===== src/rtl/mdu_pkg.sv =====
// Shared encodings and sizing helpers for the iterative multiply/divide unit.
package mdu_pkg;

  typedef enum logic [2:0] {
    MDU_MULT  = 3'b000,
    MDU_MULTU = 3'b001,
    MDU_DIV   = 3'b010,
    MDU_DIVU  = 3'b011,
    MDU_MTHI  = 3'b100,
    MDU_MTLO  = 3'b101
  } mdu_op_e;

  typedef enum logic [1:0] {
    S_IDLE  = 2'd0,
    S_RUN   = 2'd1,
    S_FIXUP = 2'd2,
    S_DONE  = 2'd3
  } mdu_state_e;

  // Counter must hold XLEN/UNROLL itself, hence the +1.
  function automatic int mdu_cnt_w(input int xlen, input int unroll);
    return $clog2(xlen / unroll + 1);
  endfunction

endpackage


===== src/rtl/mdu_step.sv =====
// One combinational iteration: shift-add multiply (LSB first) or restoring
// divide (MSB first) on an {hi, lo} scratch pair.
module mdu_step #(
  parameter int XLEN = 32
) (
  input  logic            is_div,
  input  logic [XLEN-1:0] m,
  input  logic [XLEN-1:0] hi_in,
  input  logic [XLEN-1:0] lo_in,
  output logic [XLEN-1:0] hi_out,
  output logic [XLEN-1:0] lo_out
);

  logic [XLEN:0] sum;
  logic [XLEN:0] rem_sh;
  logic [XLEN:0] diff;
  logic          ge;

  // Multiply: add multiplicand into the upper half when the current
  // multiplier bit is set, then shift the whole pair right one place.
  // Divide: shift the next dividend bit into the remainder and subtract the
  // divisor when it fits; the quotient bit enters lo from the bottom.
  always_comb begin
    sum    = {1'b0, hi_in} + (lo_in[0] ? {1'b0, m} : '0);
    rem_sh = {hi_in, lo_in[XLEN-1]};
    ge     = (rem_sh >= {1'b0, m});
    diff   = rem_sh - {1'b0, m};
    hi_out = sum[XLEN:1];
    lo_out = {sum[0], lo_in[XLEN-1:1]};
    if (is_div) begin
      hi_out = ge ? diff[XLEN-1:0] : rem_sh[XLEN-1:0];
      lo_out = {lo_in[XLEN-2:0], ge};
    end
  end

endmodule


===== src/rtl/mdu_iter.sv =====
// Iterative multiply/divide unit owning the HI/LO pair, with a
// start/busy/done handshake so the core can stall on it.
module mdu_iter
  import mdu_pkg::*;
#(
  parameter int XLEN      = 32,
  parameter int UNROLL    = 1,
  parameter int SIGNED_EN = 1
) (
  input  logic            clk,
  input  logic            rst,
  input  logic            start,
  input  logic [2:0]      op,
  input  logic [XLEN-1:0] a,
  input  logic [XLEN-1:0] b,
  input  logic            flush,
  output logic            busy,
  output logic            done,
  output logic            div_by_zero,
  output logic [XLEN-1:0] hi,
  output logic [XLEN-1:0] lo
);

  localparam int NITER = XLEN / UNROLL;
  localparam int CNT_W = mdu_cnt_w(XLEN, UNROLL);
  localparam logic [CNT_W-1:0] CNT_INIT = CNT_W'(NITER);
  localparam logic [CNT_W-1:0] CNT_ONE  = CNT_W'(1);

  mdu_state_e state, state_nxt;
  logic [CNT_W-1:0] cnt;
  logic [XLEN-1:0]  acc_hi, acc_lo, mag_m;
  logic             op_div, neg_q, neg_r, dbz;

  logic             is_md, is_mt, sgn_op, sa, sb;
  logic [XLEN-1:0]  mag_a, mag_b;
  logic [2*XLEN-1:0] prod, prod_fix;
  logic [XLEN-1:0]  q_fix, r_fix;

  logic [UNROLL:0][XLEN-1:0] ch_hi;
  logic [UNROLL:0][XLEN-1:0] ch_lo;

  // Operand decode: magnitudes and sign bits for the op being started.
  always_comb begin
    is_md  = (op[2] == 1'b0);
    is_mt  = (op == MDU_MTHI) || (op == MDU_MTLO);
    sgn_op = (SIGNED_EN != 0) && is_md && !op[0];
    sa     = sgn_op & a[XLEN-1];
    sb     = sgn_op & b[XLEN-1];
    mag_a  = sa ? -a : a;
    mag_b  = sb ? -b : b;
  end

  // Sign fixup applied to the raw magnitudes at the end of the run. With a
  // zero divisor the remainder scratch ends up holding |a|, so negating it
  // by sign(a) restores the original a for hi.
  always_comb begin
    prod     = {acc_hi, acc_lo};
    prod_fix = neg_q ? -prod : prod;
    q_fix    = neg_q ? -acc_lo : acc_lo;
    r_fix    = neg_r ? -acc_hi : acc_hi;
  end

  assign ch_hi[0] = acc_hi;
  assign ch_lo[0] = acc_lo;

  for (genvar i = 0; i < UNROLL; i++) begin : g_step
    mdu_step #(.XLEN(XLEN)) u_step (
      .is_div (op_div),
      .m      (mag_m),
      .hi_in  (ch_hi[i]),
      .lo_in  (ch_lo[i]),
      .hi_out (ch_hi[i+1]),
      .lo_out (ch_lo[i+1])
    );
  end

  // State register.
  always_ff @(posedge clk or negedge rst) begin
    if (!rst) state <= S_IDLE;
    else      state <= state_nxt;
  end

  // Next-state and handshake outputs, decoded from the state register only.
  always_comb begin
    state_nxt   = state;
    busy        = (state == S_RUN) || (state == S_FIXUP);
    done        = (state == S_DONE);
    div_by_zero = (state == S_DONE) && dbz;
    case (state)
      S_IDLE: begin
        if (start && is_md)      state_nxt = S_RUN;
        else if (start && is_mt) state_nxt = S_DONE;
      end
      S_RUN: begin
        if (flush)               state_nxt = S_IDLE;
        else if (cnt == CNT_ONE) state_nxt = S_FIXUP;
      end
      S_FIXUP: state_nxt = flush ? S_IDLE : S_DONE;
      default: state_nxt = S_IDLE;
    endcase
  end

  // Datapath: latch operands, iterate, and commit HI/LO.
  always_ff @(posedge clk or negedge rst) begin
    if (!rst) begin
      cnt    <= '0;
      acc_hi <= '0;
      acc_lo <= '0;
      mag_m  <= '0;
      op_div <= 1'b0;
      neg_q  <= 1'b0;
      neg_r  <= 1'b0;
      dbz    <= 1'b0;
      hi     <= '0;
      lo     <= '0;
    end else begin
      case (state)
        S_IDLE: begin
          if (start && is_md) begin
            // op[1] selects divide: dividend feeds lo, divisor is the step operand.
            acc_hi <= '0;
            acc_lo <= op[1] ? mag_a : mag_b;
            mag_m  <= op[1] ? mag_b : mag_a;
            op_div <= op[1];
            neg_q  <= sa ^ sb;
            neg_r  <= sa;
            dbz    <= op[1] && (b == '0);
            cnt    <= CNT_INIT;
          end else if (start && is_mt) begin
            dbz <= 1'b0;
            if (op[0]) lo <= a;
            else       hi <= a;
          end
        end
        S_RUN: begin
          if (!flush) begin
            acc_hi <= ch_hi[UNROLL];
            acc_lo <= ch_lo[UNROLL];
            cnt    <= cnt - CNT_ONE;
          end
        end
        S_FIXUP: begin
          if (!flush) begin
            if (op_div) begin
              hi <= r_fix;
              lo <= dbz ? '1 : q_fix;
            end else begin
              {hi, lo} <= prod_fix;
            end
          end
        end
        default: ;
      endcase
    end
  end

endmodule

===== config.mk =====
export PLATFORM = sky130hd
export DESIGN_NAME = mdu_iter
export DESIGN_NICKNAME = d
export VERILOG_FILES = /design/src/rtl/mdu_pkg.sv /design/src/rtl/mdu_step.sv /design/src/rtl/mdu_iter.sv
export SDC_FILE = /design/constraint.sdc
export NUM_CORES = 1
export LEC_CHECK = 0
export ABC_AREA = 1
export CORE_UTILIZATION = 30
export CTS_BUF_LIST = sky130_fd_sc_hd__clkbuf_4 sky130_fd_sc_hd__clkbuf_8
export CTS_CLUSTER_DIAMETER = 100
export DETAILED_ROUTE_END_ITERATION = 12
export SLEW_MARGIN = 20
export SYNTH_ARGS = -nofsm -noshare
export SYNTH_HDL_FRONTEND = slang
export SYNTH_SLANG_ARGS = --single-unit

===== constraint.sdc =====
create_clock -name clk -period 2.8 [get_ports clk]
set_clock_uncertainty 0.1 [all_clocks]
set_input_delay 0.84 -clock clk [delete_from_list [all_inputs] [get_ports clk]]
set_output_delay 0.84 -clock clk [all_outputs]
set_load 0.02 [all_outputs]

==> results.toml <==
[status]
outcome = "finished, final reports clean"

[sta]
max_freq_mhz = 367
maxSlewHeadroom_pct = 51.2
fin_ws_ps = 72.2
final.min_clock_period_ps = 2730
post-route-period-util_pct = 97.4
finalSetupViolCount = 0
drv_slew = 0
finalHoldViolations = 0
tightest_slew_ps = 724

[die]
core-area_um2 = 60200
die_width_um = 249
ios = 138
start_util_pct = 30.3
die_y_um = 249
fp-row-count = 90
fp.dieArea_um2 = 61900

[clock_network]
cts_num_sinks = 172
clockBufferDepth = 2
cts_tree = "yes"
numCtsBuffers = 17
clock_latency_ps = 570
root_buffer = "clkbuf_8"
htreeDepth = 4
cts.reportedPaths.clkPinSlew_ps = 110

[worst_setup_path]
rrSetupSlack_ps = 70
endpoint_kind = "flop"
r2r-start = "mag_m[9]"
arrival_ps = 3070
critPathKind = "flop to flop"
rr_worst_depth = 14
r2r_end = "acc_hi[3]"
cp_max_fo = 8
cp.required_ps = 3140
cp-start-kind = "flop"

[synth]
synth-seq-area-share_pct = 23.6
synth_edf_count = 0
async_reset_ff_share_pct = 100
synthesis.nets = 3281
ys_ff_latch = 172
ys.flop_type = "dfrtp_1"
synth_cell_types = 50
netlist_instances = 3134
avgSynthCellArea_um2 = 5.83
yosys_warnings = 0
synth_area_um2 = 18300

[place]
gp_congestion = 1.05
hpwlAfterDp_um = 74100
io_buffers = 137
dp.cells = 4354
pre_cts_ws_ps = -352
place_area_um2 = 23400

[global_route]
antenna_found_initial = 2
first_global_vias = 21600
grt_first_pass_wirelength_um = 133000
grt_use_total_pct = 28.6
grt-ovfl-total = 0
grt_max_degree = 87

[pwr]
power.density_nw_per_um2 = 1210
power_uw = 28900
ir_drop_mv = 0.913
p_leak_uw = 0.0121

[cells_and_area]
layout-area-overhead-vs-synth_pct = 31.1
drive_gt1_share_pct = 14.8
stdcell_count = 4389
diodes = 0
fin_util_pct = 39.7
postLayoutCellArea_um2 = 23900
layout.cells.most_common = "nand2_1"
final_nets = 3741
final_cell_mix = "nand2_1 (892), nor2_1 (432), inv_1 (397)"

[drt]
drtPass1Iterations = 8
wl_per_cell_um = 20.5
postRouteAntennaNets = 0
drtIter0Drc = 2690
wl_um = 89800
vias_per_cell = 5.27
routed-via-count = 23100
drc = 0

[min_path]
hp-class = "input pin to asynchronous set/reset pin"

[run]
max_cap_violations = 0
-- how the worst max path moves through the flow --
| stage | startpoint | to | slack, ps | cells after the start |
|---|---|---|---|---|
| global route | mag_m[28] | acc_hi[9] | -3 | 12 |
| detailed placement | a[0] | acc_lo[31] | -350 | 13 |
| finish | mag_m[9] | acc_hi[3] | 70 | 14 |
| global placement | a[0] | acc_lo[31] | -290 | 13 |
| floorplan | a[0] | acc_lo[12] | 390 | 12 |
| CTS | mag_m[28] | acc_hi[10] | 50 | 12 |
-- layer usage --
layer	wire length [um]	up-vias	GRT usage (%)	share of wire [%]
met5	13	-	0	0.014
met4	3970	2	12.1	4.4
li1	-	11100	-	-
met3	9380	197	6.31	10
met1	38300	10700	39.3	43
met2	38100	1143	42.9	42
-- per-stage QoR --
| step | TNS, ps | hold WS (ps) |
|---|---|---|
| after floorplan | 0 | 345 |
| after global placement | -10000 | 366 |
| after detailed placement | -11210 | 369 |
| after CTS | 0 | 73.9 |
| after global routing | -3.15 | 95.5 |
| final | 0 | 89.9 |
-- worst max-delay path, stage by stage (launching register included) --
cell and delay [ps]:
dfrtp_1 450, inv_1 110, ha_1 320, nand2_1 140, nor2_2 70, nand2_1 100, nor2_1 70, nand3b_1 110
nand2_1 100, nor2_4 290, nand2_8 170, nor2_4 240, inv_2 130, nor2_1 120, o21ai_1 90
-- final cells by class --
| type | count | area [um^2] |
|---|---|---|
| clock inverters | 14 | 170 |
| multi-input cells | 2448 | 12100 |
| well taps | 782 | 978 |
| inverters | 416 | 1560 |
| clock buffers | 18 | 248 |
| fillers | 6580 | 36300 |
| flip-flops and latches | 172 | 4310 |
| repair buffers | 539 | 4600 |
-- synthesized netlist by cell type, types with 14 or more instances --
master | count | area share [%]
nand3_1 | 325 | 8.9
inv_1 | 403 | 8.3
a21oi_1 | 177 | 4.8
dfrtp_1 | 172 | 24
nand2_1 | 897 | 18
ha_1 | 74 | 5.1
or2_2 | 21 | 0.72
nor3_1 | 43 | 1.2
a31oi_1 | 17 | 0.58
o21ai_0 | 181 | 5.0
o221ai_1 | 16 | 0.77
buf_1 | 15 | 0.31
xor2_1 | 43 | 2.1
xnor2_1 | 14 | 0.67
nor2_1 | 435 | 8.9
o211ai_1 | 21 | 0.86
o21ai_1 | 25 | 0.68
nand3b_1 | 17 | 0.70
clkbuf_1 | 49 | 1.0
buf_2 | 27 | 0.74
nand4_1 | 39 | 1.3
-- cells by family after synthesis --
logic type      synth area share (%)
buf+inv                         11.1
simple gates                    41.6
flops                           23.6
fa+ha+maj                       5.29
compound gates                  15.8
xor+xnor                        2.73
-- registers in the layout, indices dropped and copies added (netlist names), 2 cells and up --
register  flops
lo           32
state         2
hi           32
cnt           6
acc_hi       32
mag_m        32
acc_lo       32
-- repair_timing --
action,CTS,global route
setup endpoints to repair,3,31
hold endpoints to repair,0,0
cloned,0,2
hold buffers,0,0
resized for setup,4,33
buffers inserted,0,1
pin swaps,0,4
-- where the power goes --
group / internal (uW) / switching [uW] / total [uW]
registers: 3660 / 1370 / 5030
clock network: 774 / 1180 / 1960
logic: 8120 / 13800 / 21900
No activity file was read; power rests on OpenSTA's default activity.
